[src/rtl/video_timing_gen.sv]
// Raster timing generator: pixel/line counters plus registered sync, data-enable and
// line/frame strobes, all advancing on enabled pixel-clock cycles.
module video_timing_gen #(
   parameter int H_ACTIVE = 640,
   parameter int H_FP     = 16,
   parameter int H_SYNC   = 96,
   parameter int H_BP     = 48,
   parameter int V_ACTIVE = 480,
   parameter int V_FP     = 10,
   parameter int V_SYNC   = 2,
   parameter int V_BP     = 33,
   parameter bit HS_POL   = 1'b1,
   parameter bit VS_POL   = 1'b1
) (
   input  logic       clk,
   input  logic       rst_n,
   input  logic       en,
   output logic [9:0] cntx,
   output logic [9:0] cnty,
   output logic       hsync,
   output logic       vsync,
   output logic       draw_area,
   output logic       line_start,
   output logic       frame_start
);

   localparam int H_TOTAL = H_ACTIVE + H_FP + H_SYNC + H_BP;
   localparam int V_TOTAL = V_ACTIVE + V_FP + V_SYNC + V_BP;

   // Window bounds are 11 bits wide so a sync ending exactly at 1024 still compares correctly.
   localparam logic [9:0]  C_H_LAST   = 10'(H_TOTAL - 1);
   localparam logic [9:0]  C_V_LAST   = 10'(V_TOTAL - 1);
   localparam logic [10:0] C_H_ACTIVE = 11'(H_ACTIVE);
   localparam logic [10:0] C_V_ACTIVE = 11'(V_ACTIVE);
   localparam logic [10:0] C_HS_START = 11'(H_ACTIVE + H_FP);
   localparam logic [10:0] C_HS_END   = 11'(H_ACTIVE + H_FP + H_SYNC);
   localparam logic [10:0] C_VS_START = 11'(V_ACTIVE + V_FP);
   localparam logic [10:0] C_VS_END   = 11'(V_ACTIVE + V_FP + V_SYNC);

   logic [9:0]  r_cntx;
   logic [9:0]  r_cnty;
   logic        r_hsync;
   logic        r_vsync;
   logic        r_drawArea;
   logic        r_lineStart;
   logic        r_frameStart;

   logic [10:0] w_cntxExt;
   logic [10:0] w_cntyExt;
   logic        w_hsActive;
   logic        w_vsActive;
   logic        w_drawNext;
   logic        w_lineHead;

   assign w_cntxExt  = {1'b0, r_cntx};
   assign w_cntyExt  = {1'b0, r_cnty};
   assign w_hsActive = (w_cntxExt >= C_HS_START) && (w_cntxExt < C_HS_END);
   assign w_vsActive = (w_cntyExt >= C_VS_START) && (w_cntyExt < C_VS_END);
   assign w_drawNext = (w_cntxExt < C_H_ACTIVE) && (w_cntyExt < C_V_ACTIVE);
   assign w_lineHead = (r_cntx == 10'd0);

   // Flags are decoded from the current position, so they lag the counters by one enabled cycle;
   // strobes are re-evaluated every clock so they never stretch across disabled cycles.
   always_ff @(posedge clk) begin
      if (!rst_n) begin
         r_cntx       <= 10'd0;
         r_cnty       <= 10'd0;
         r_hsync      <= ~HS_POL;
         r_vsync      <= ~VS_POL;
         r_drawArea   <= 1'b0;
         r_lineStart  <= 1'b0;
         r_frameStart <= 1'b0;
      end else begin
         r_lineStart  <= en && w_lineHead;
         r_frameStart <= en && w_lineHead && (r_cnty == 10'd0);
         if (en) begin
            if (r_cntx == C_H_LAST) begin
               r_cntx <= 10'd0;
               if (r_cnty == C_V_LAST) begin
                  r_cnty <= 10'd0;
               end else begin
                  r_cnty <= r_cnty + 10'd1;
               end
            end else begin
               r_cntx <= r_cntx + 10'd1;
            end
            r_drawArea <= w_drawNext;
            r_hsync    <= w_hsActive ? HS_POL : ~HS_POL;
            r_vsync    <= w_vsActive ? VS_POL : ~VS_POL;
         end
      end
   end

   assign cntx        = r_cntx;
   assign cnty        = r_cnty;
   assign hsync       = r_hsync;
   assign vsync       = r_vsync;
   assign draw_area   = r_drawArea;
   assign line_start  = r_lineStart;
   assign frame_start = r_frameStart;

endmodule

[config.mk]
export PLATFORM = sky130hd
export DESIGN_NAME = video_timing_gen
export DESIGN_NICKNAME = d
export VERILOG_FILES = /design/src/rtl/video_timing_gen.sv
export SDC_FILE = /design/constraint.sdc
export NUM_CORES = 1
export LEC_CHECK = 0
export CAP_MARGIN = 20
export CORE_MARGIN = 2
export CORE_UTILIZATION = 45
export DETAILED_ROUTE_END_ITERATION = 16
export HOLD_SLACK_MARGIN = 0.12
export PLACE_DENSITY = 0.73
export REMOVE_ABC_BUFFERS = 1
export SYNTH_ARGS = -nofsm -noshare
export SYNTH_HDL_FRONTEND = slang
export SYNTH_SLANG_ARGS = --single-unit
export TNS_END_PERCENT = 30
[constraint.sdc]
create_clock -name clk -period 1.9 [get_ports clk]
set_clock_uncertainty 0.2 [all_clocks]
set_input_delay 0.38 -clock clk [delete_from_list [all_inputs] [get_ports clk]]
set_output_delay 0.38 -clock clk [all_outputs]
set_load 0.02 [all_outputs]
==> summary.md, run 1 <==
| Metric | Value |
|---|---|
| Clk root buf | clkbuf_4 |
| Top cell type by total area after synthesis | dfxtp_1 |
| Final hold vios | 0 |
| Leading cell types in the layout, fill and taps excluded | dfxtp_1, dlygate4sd2_1, nor2_1 |
| Commonest non-fill, non-tap cell in the layout | dfxtp_1 |
| TritonCTS sink count | 25 |
| Die area | roughly 0.0034 mm^2 |
| Syn Std Cell Area | 0.00134 mm^2 |
| Dpl cells | 212 |
| Buffers on Ports | 27 |
| Worst-Margin Slew | 0.423 ns |
| Power density cells | between 400 and 500 mW/mm^2 |
| Share of layout cells above drive strength 1 | 18.9% |
| Min Clock Period, post-route | 1.84 ns |
| F_max | 544 MHz |
| Post-synthesis sequential area ratio | 37.5% |
| Vias | 1225 |
| Total GRT Usage | between 20 and 25% |
| Area Overhead vs Synth | 32.3% |
| # DRC | 0 |
| Setup-failing EPs final | 0 |
| Peak VDD IR | 0.351 mV |
| Gpl congestion | 0.878 |
| Crit-path slowest cell | clkdlybuf4s50_1 |
| Detailed-router iteration count before antenna repair | 4 |
| DP HPWL | 2390 um |
| Initial antenna violation count | 0 |
| Rel. slew slack | 71.5% |
| Largest net degree at the start of global routing | 17 |
| H-tree depth | 1 |
| Synthesized flop and latch total | 25 |
| Hold buffers post-CTS | 0 |
| WHS Path Cells | 2 |
| Fin Hold WS | roughly 0.29 ns |
| CP Cell Sequence | clkdlybuf4s50_1 |
| Ys Warns | 0 |
| Clock transition at path regs | about 0.14 ns |
| Worst Path Required | ~1.3 ns |
| Worst Reg-to-Reg Cells | 4 |
| Routed Antenna Nets | 0 |
| Post-route clock period utilization | 96.8% |
| # rows | 19 |
| Post-Route WL | 3330 um |
| Skew-Pair Late Insertion Delay | 0.33 ns |
| Initial DRC count | 30 |
| Critical path depth | 1 |
| WP data arrival | 1.26 ns |
| Ant diodes | 0 |
| Crit path max-delay family | buffers and inverters |
| CP Class | reg2out |
| Outcome | complete, no violations |
| Fillers | 250 |
| Clock tree buffer depth | 2 |
| FF-to-FF End | cnty[3] |
| Critical path endpoint | frame_start |
| Number of global-route vias before repair | 1104 |
| CP max stage delay | 0.60 ns |
| Die width | just under 60 um |
| DR vias/cell | 5.67 |
| Largest cells by area after synthesis | dfxtp_1, xnor2_1, ha_1 |
| Wirelength per Cell | between 15 and 20 um |
| Initial Util | 48.0% |
| Global-route wire length before repair | 5370 um |
| Top cell type's share of synthesized area | 37.5% |
| # IOs | 28 |
| Final #Nets | 194 |
| Max FO, Critical Path | 1 |
| CTS buffer count | 3 |
| Worst Setup SP | frame_start |
| Startpoint types | flip-flop |
| Leak | 0.799 nW |
| Synth Instances | 149 |
| Final cell count without fillers | 216 |
| Max Slew Vio Count | 0 |
| GRT Residual Overflow | 0 |
| Mean post-synth cell area | 8.97 um^2 |
| Worst path buffer plus inverter count | 1 |
| Hold Path Class | reg2reg |
| Max Cap Viol | 0 |
| CP Capture Type | primary output |
| Worst r2r src | cnty[5] |
| Die Ht | 58.5 um |
| CTS tree | yes |
| Yosys cell types | 41 |
| R2r setup slk | approximately 0.090 ns |
| Post-CTS Setup Bufs | 0 |
| Core ar. | 0.00278 mm^2 |
==> worst min-delay path by stage <==
stage,end,startpoint,slack (ns)
floorplan,hsync,rst_n,0.30
global placement,vsync,vsync,0.27
detailed placement,vsync,vsync,0.27
CTS,vsync,vsync,0.29
global route,vsync,vsync,0.34
finish,vsync,vsync,0.29
==> per-stage QoR <==
stage               utilization, %  area, um^2  TNS (ns)  setup WS [ns]  power, mW
floorplan                        -        1290     -3.69         -0.278      0.585
global placement              61.0        1700     -2.99         -0.238      0.630
detailed placement            61.0        1700     -3.39         -0.309      0.632
CTS                           61.3        1700         0         0.0209      0.874
global route                  63.6        1770   -0.0312        -0.0312      0.911
finish                        63.6        1770         0         0.0611      0.871
==> cell type report <==
type	instances	area (um^2)	area share [%]
Inverter	5	18.8	1.06
Tap cell	31	38.8	2.19
Timing Repair Buffer	40	354	20.0
Multi-Input combinational cell	111	828	46.9
Clock buffer	4	26.3	1.49
Sequential cell	25	502	28.4
==> cells in the mapped netlist, drive strengths merged <==
master / instances
o21a: 1
o21ai: 6
o221ai: 1
and4: 2
nand4bb: 1
mux2i: 1
or4bb: 1
nor2: 15
o311ai: 1
o2111ai: 1
xor2: 4
nor2b: 3
a211oi: 1
nand2b: 5
dfxtp: 25
nor4b: 1
or2: 1
a21o: 1
xnor2: 9
nor3: 3
nor4: 9
a21boi: 4
nand4: 4
or3: 2
inv: 5
nand3: 8
and3: 5
nand4b: 2
and2: 4
nand2: 10
buf: 4
ha: 5
clkbuf: 4
==> sequential cells by signal, indices dropped and copies added (netlist names) <==
register / count
cntx: 10
hsync: 1
cnty: 10
draw_area: 1
line_start: 1
frame_start: 1
vsync: 1
==> kinds of logic after synthesis <==
| logic type | after synthesis | share of synthesized area [%] |
|---|---|---|
| adder cells (fa/ha/maj) | 5 | 4.68 |
| AO/OA/AOI/OAI | 16 | 8.99 |
| multiplexers | 1 | 0.749 |
| flip-flops | 25 | 37.5 |
| XOR/XNOR | 13 | 8.52 |
| AND/OR/NAND/NOR | 76 | 34.6 |
| buffers and inverters | 13 | 4.96 |
==> repair_timing <==
item,CTS,global route
resized for setup,22,13
setup endpoints to repair,21,13
pin swaps,0,3
==> worst register-to-register path, cell delays in order (launching register included) <==
cell     delay, ns
dfxtp_1       0.39
nor4_1        0.45
nand3_1       0.31
o21ai_4       0.28
nor2_1        0.09
==> layer usage <==
layer	share of wire [%]	global-route usage, %	vias up
li1	-	-	597
met1	46	28.6	588
met2	47	32.7	35
met3	4.9	2.86	5
met4	1.7	7.31	0
met5	0	0	-
==> report_power, final <==
part	internal [mW]	total, mW	switching [mW]
Combinational	0.0382	0.0820	0.0438
Clock	0.0826	0.252	0.169
Sequential	0.533	0.537	0.00411
Total	0.654	0.871	0.217
Note: power is estimated with default switching activity, not from simulation.
==> run 2: changes to the inputs <==
- REMOVE_ABC_BUFFERS: 1 -> unset
==> run 2 against run 1 <==
Net effect:
- the flow now finishes with violations (setup timing)
- critical path depth up 6
- largest power group unchanged
- combinational power up 0.6%
- clock power about the same
- power up 0.28%
- worst hold slack better by 0.0063 ns
- sequential power about the same
- critical path type is now reg2reg
- first-iteration DRC count up 60%
- register-to-register slack worse by 0.09 ns
==> summary.md, run 2 (same netlist as run 1, synthesis figures left out) <==
| Metric | Value |
|---|---|
| Outcome | complete, but fails checks |
| Failing checks | setup timing |
| Flop pwr share | 61.8% (about the same) |
| Fillers | 238 (-4.8%) |
| Clk pwr share | 28.8% (about the same) |
| Max Slew Vio Count | 0 (unchanged) |
| Post-route clock period utilization | 100% (+3.3 points) |
| Total GRT Usage | 19.3% (-1.3 points) |
| Logic gate share of total power | 9.4% (about the same) |
| Wirelength per Cell | 14.8 um (-3.6%) |
| Share of layout cells above drive strength 1 | 22.6% (+3.7 points) |
| F_max | 526 MHz (-3.3%) |
| Setup-failing EPs final | 1 (+1) |
| PnR worst setup slack | -0.000921 ns (-0.0620 ns) |
| Core ar. | 0.00278 mm^2 (unchanged) |
| Routed Antenna Nets | 0 (unchanged) |
| Worst Path Required | 1.94 ns (+0.62 ns) |
| Hold buffers post-CTS | 0 (unchanged) |
| Clock transition at path regs | 0.15 ns (about the same) |
| Detailed-router iteration count before antenna repair | 4 (unchanged) |
| Max FO, Critical Path | 6 (+5) |
| CTS buffer count | 3 (unchanged) |
| Min Clock Period, post-route | 1.90 ns (+0.0620 ns) |
| DR vias/cell | 5.62 (-0.99%) |
| Dpl cell area | 0.00173 mm^2 (+2.1%) |
| Worst path buffer plus inverter count | 2 (+1) |
| Clk root buf | clkbuf_4 |
| Final #Nets | 199 (+2.6%) |
| Crit path max-delay family | simple AND/OR/NAND/NOR gates |
| Synthesized net count | approximately 160 |
| Number of global-route vias before repair | 1102 (-0.18%) |
| Internal power | 0.653 mW (-0.16%) |
| Post-Route WL | 3280 um (-1.4%) |
| Initial DRC count | 48 (+60%) |
| Clock tree buffer depth | 2 (unchanged) |
| Worst Reg-to-Reg Cells | 7 (+3) |
| Worst-Margin Slew | 0.391 ns (-0.0327 ns) |
| Leading cell types in the layout, fill and taps excluded | dfxtp_1, dlygate4sd2_1, buf_4 |
| RSZ-0062 raised after global routing | true |
| Final hold vios | 0 (unchanged) |
| Total power | 0.873 mW (+0.28%) |
| Leak | 0.860 nW (+7.7%) |
| # rows | 19 (unchanged) |
| # DRC | 0 (unchanged) |
| CP Class | reg2reg |
| Switching Share | 25.2% (+0.33 points) |
| Die width | 58.5 um (unchanged) |
| Startpoint types | flip-flop |
| Die area | 0.00342 mm^2 (unchanged) |
| Gpl congestion | 0.952 (+8.4%) |
| Vias | 1241 (+1.3%) |
| Most Frequent Cell on Critical Path | buf_4 |
| Fin area | 0.00180 mm^2 (+1.6%) |
| Max Cap Viol | 0 (unchanged) |
| Crit-path slowest cell | dfxtp_2 |
| Skew-Pair Late Insertion Delay | 0.33 ns (about the same) |
| Rel. slew slack | 73.6% (+2.1 points) |
| Hold Path Class | reg2reg |
| Power density cells | 486 mW/mm^2 (-1.3%) |
| Initial antenna violation count | 0 (unchanged) |
| Ant diodes | 0 (unchanged) |
| WHS Path Cells | 2 (unchanged) |
| # IOs | 28 (unchanged) |
| CTS tree | yes |
| Global-route wire length before repair | 5000 um (-6.9%) |
| Die Ht | 58.5 um (unchanged) |
| Buffers on Ports | 27 (unchanged) |
| TritonCTS sink count | 25 (unchanged) |
| GRT Residual Overflow | 0 (unchanged) |
| Sw power | 0.220 mW (+1.6%) |
| Largest net degree at the start of global routing | 17 (unchanged) |
| Peak VDD IR | 0.359 mV (+2.4%) |
| DP HPWL | 2370 um (-0.73%) |
| Critical path depth | 7 (+6) |
| Sequential cell area | 507 um^2 (+1.0%) |
| CP max stage delay | 0.38 ns (-0.22 ns) |
| Multi-input gate area | 815 um^2 (-1.7%) |
| Area Overhead vs Synth | 34.5% |
| CP Cell Sequence | ha_2 > nand4_1 > buf_4 > buf_4 > nor4_2 > xnor2_1 > nor2_1 |
| Initial Util | 48.0% (unchanged) |
| WP data arrival | 1.94 ns (+0.68 ns) |
| CP Capture Type | flip-flop |
| H-tree depth | 1 (unchanged) |
run 2: cell count changes in the layout (fill, tap and decap cells not counted), moves of 2 or more:
| cell | previous run | this run |
|---|---|---|
| buf_4 | 12 | 18 |
| dfxtp_1 | 24 | 20 |
| dfxtp_2 | 1 | 5 |
| nor4_1 | 2 | 5 |
| nor4_2 | 5 | 3 |
run 2: path summary, 6_finish.rpt:
check	from	endpoint	slack, ns
max	cntx[0]	cnty[4]	-0.0009
min	vsync	vsync	0.29
max reg2reg	cntx[0]	cnty[4]	-0.0009
min reg2reg	vsync	vsync	0.29
run 2: timing repair:
item / in CTS / in global routing
endpoints found under the setup margin: 25 / 18
buffers inserted: 0 / 1
resized for setup: 22 / 11
pin swaps: 0 / 5
run 2: metrics by stage:
stage / util [%] / setup WS, ns / hold slack [ns] / TNS [ns] / cells
3_3_place_gp: 62.2 / -0.282 / 0.269 / -3.72 / 216
2_1_floorplan: - / -0.0114 / 0.329 / -0.0570 / 149
5_1_grt: 64.6 / -0.0299 / 0.336 / -0.0876 / 221
6_report: 64.6 / -0.000921 / 0.293 / -0.000921 / 221
4_1_cts: 62.6 / -0.0119 / 0.299 / -0.0119 / 220
3_5_place_dp: 62.2 / -0.298 / 0.275 / -4.33 / 216
run 2: power groups by stage:
| stage | Clock (mW) | Combinational, mW | Sequential (mW) |
|---|---|---|---|
| 2_1_floorplan | 0 | 0.0286 | 0.563 |
| 3_5_place_dp | 0 | 0.0846 | 0.551 |
| 3_3_place_gp | 0 | 0.0841 | 0.550 |
| 4_1_cts | 0.253 | 0.0827 | 0.539 |
| 6_report | 0.251 | 0.0825 | 0.539 |
| 5_1_grt | 0.274 | 0.0894 | 0.540 |
run 2: cell type report:
type	count	area share (%)
multi-input combinational	111	45.3
sequential	25	28.2
timing repair buffer	45	21.7
tap	31	2.16
clock buffer	3	1.25
inverter	5	1.04
clock inverter	1	0.279
run 2: routing by layer:
metal	vias up	track usage (%)	routed length (um)
li1	610	-	-
met1	585	27.5	1550
met2	41	29.7	1530
met3	5	2.86	159
met4	0	6.98	41
met5	-	0	0
run 2: tightest hold or removal path: stages, from the launching register on:
cell and delay [ns]:
dfxtp_1 0.34, nand2b_1 0.06, a21boi_0 0.07
==> run 3: changes to the inputs <==
- SLEW_MARGIN: unset -> 10
- TNS_END_PERCENT: 30 -> unset
==> run 3 against run 2 <==
Net effect:
- the flow now finishes without violations
- highest routed layer unchanged
- power down 1.8%
- setup slack better by 0.054 ns
- first-iteration DRC count down 8.3%
- combinational power up 0.6%
- global-route usage up 0.44 points
- routed wire length down 8.1%
==> summary.md, run 3 (same netlist as run 1, synthesis figures left out) <==
| Metric | Value |
|---|---|
| Outcome | complete, no violations |
| Routed Antenna Nets | 0 (unchanged) |
| Vias | 1175 (-5.3%) |
| Leak | 0.827 nW (-3.9%) |
| Internal power | 0.652 mW (-0.17%) |
| Ant diodes | 0 (unchanged) |
| CP Capture Type | primary output |
| Final TNS setup | 0 ns (+0.000921 ns) |
| Die width | 58.5 um (unchanged) |
| Sw power | 0.206 mW (-6.5%) |
| Sequential cell area | 512 um^2 (+0.99%) |
| Global-route wire length before repair | 5210 um (+4.3%) |
| Number of global-route vias before repair | 1096 (-0.54%) |
| Hold Path Class | reg2reg |
| Rel. slew slack | 72.9% (-0.74 points) |
| Peak VDD IR | 0.660 mV (+84%) |
| Startpoint types | flip-flop |
| Largest net degree at the start of global routing | 17 (unchanged) |
| # IOs | 28 (unchanged) |
| Clk pwr share | 27.6% (-1.2 points) |
| WL met2 | 1350 um (-12%) |
| CTS tree | yes |
| Initial antenna violation count | 0 (unchanged) |
| CP max stage delay | 0.60 ns (+0.22 ns) |
| Leading cell types in the layout, fill and taps excluded | dlygate4sd2_1, dfxtp_1, nor2_1 |
| Initial Util | 48.0% (unchanged) |
| Share of layout cells above drive strength 1 | 21.9% (-0.71 points) |
| # DRC | 0 (unchanged) |
| Crit-path slowest cell | clkdlybuf4s50_1 |
| Synthesized net count | 157 (unchanged) |
| Buffers on Ports | 27 (unchanged) |
| Max FO, Critical Path | 2 (-4) |
| Setup-failing EPs final | 0 (-1) |
| R2r setup slk | 0.09 ns (+0.09 ns) |
| H-tree depth | 1 (unchanged) |
| Power density cells | 485 mW/mm^2 (-0.16%) |
| Max Slew Vio Count | 0 (unchanged) |
| Wirelength per Cell | 13.8 um (-6.9%) |
| Clock tree buffer depth | 2 (unchanged) |
| WP data arrival | 1.27 ns (-0.67 ns) |
| Core ar. | 0.00278 mm^2 (unchanged) |
| DP HPWL | 2280 um (-3.5%) |
| CP Class | reg2out |
| Min Clock Period, post-route | 1.85 ns (-0.0544 ns) |
| CTS buffer count | 3 (unchanged) |
| Die Ht | 58.5 um (unchanged) |
| Gpl congestion | 0.929 (-2.4%) |
| Routed met1 length | 1510 um (-2.8%) |
| Post-CTS Setup Bufs | 0 (unchanged) |
| Post-layout utilization of the core | 63.6% (-1.0 points) |
| Skew-Pair Late Insertion Delay | 0.32 ns (about the same) |
| Total power | 0.858 mW (-1.8%) |
| Final #Nets | 196 (-1.5%) |
| Clk root buf | clkbuf_4 |
| Max Cap Viol | 0 (unchanged) |
| Top Layer Used | met4 |
| Final hold vios | 0 (unchanged) |
| Flop pwr share | 62.7% (+0.9 points) |
| TritonCTS sink count | 25 (unchanged) |
| RSZ-0062 raised after global routing | true |
| Fin Hold WS | 0.300 ns (+0.00703 ns) |
| Worst Path Required | 1.32 ns (-0.62 ns) |
| Area Overhead vs Synth | 32.3% |
| F_max | 542 MHz (+2.9%) |
| Switching Share | 24.0% (-1.2 points) |
| Crit path max-delay family | buffers and inverters |
| Die area | 0.00342 mm^2 (unchanged) |
| CP Cell Sequence | clkdlybuf4s50_1 |
| DR vias/cell | 5.39 (-4.0%) |
| Detailed-router iteration count before antenna repair | 4 (unchanged) |
| GRT Residual Overflow | 0 (unchanged) |
| Clock transition at path regs | 0.13 ns (-0.02 ns) |
| Hold buffers post-CTS | 0 (unchanged) |
| Fillers | 254 (+6.7%) |
| Post-route clock period utilization | 97.2% (-2.9 points) |
| Wire length on met3 | 134 um (-16%) |
| Logic gate share of total power | 9.7% (+0.3 points) |
| Total GRT Usage | 19.8% (+0.44 points) |
| Post-Route WL | 3010 um (-8.1%) |
| Worst path buffer plus inverter count | 1 (-1) |
| Initial DRC count | 44 (-8.3%) |
| Worst-Margin Slew | 0.403 ns (+0.0123 ns) |
| Commonest non-fill, non-tap cell in the layout | dlygate4sd2_1 |
| Multi-input gate area | 801 um^2 (-1.7%) |
| # rows | 19 (unchanged) |
[run 3: power groups by stage]
stage	clock network (mW)	registers [mW]	logic, mW
6_report	0.237	0.538	0.0830
5_1_grt	0.275	0.539	0.0915
4_1_cts	0.249	0.538	0.0828
3_5_place_dp	0	0.550	0.0847
3_3_place_gp	0	0.549	0.0838
2_1_floorplan	0	0.563	0.0286
[run 3: area by class of cell]
class                   count  share of cell area, %
repair buffers             42                   20.9
multi-input cells         111                   45.3
flip-flops and latches     25                   28.9
inverters                   5                   1.06
clock inverters             1                  0.283
well taps                  31                   2.19
clock buffers               3                   1.27
[run 3: path summary, 6_finish.rpt]
check / depth (start not counted) / start / to
min: 2 / vsync / vsync
min reg2reg: 2 / vsync / vsync
max: 1 / hsync / hsync
max reg2reg: 6 / cntx[0] / cntx[6]
[run 3: per-layer routing]
metal / vias up / GRT usage [%]
met5: - / 0
met4: 0 / 4.98
met3: 2 / 4.18
met2: 24 / 30.2
met1: 549 / 28.4
li1: 600 / -
[run 3: metrics by stage]
step,cell area (um^2),instances,setup WS [ns]
finish,1770,218,0.0534
detailed placement,1720,214,-0.251
global route,1770,218,-0.00260
global placement,1720,214,-0.237
CTS,1730,218,0.00336
floorplan,1350,149,0.0419
[run 3: repair_timing]
action / in CTS / in global routing
gates cloned: 0 / 0
endpoints found under the setup margin: 19 / 10
pin swaps: 0 / 2
resized for setup: 24 / 8
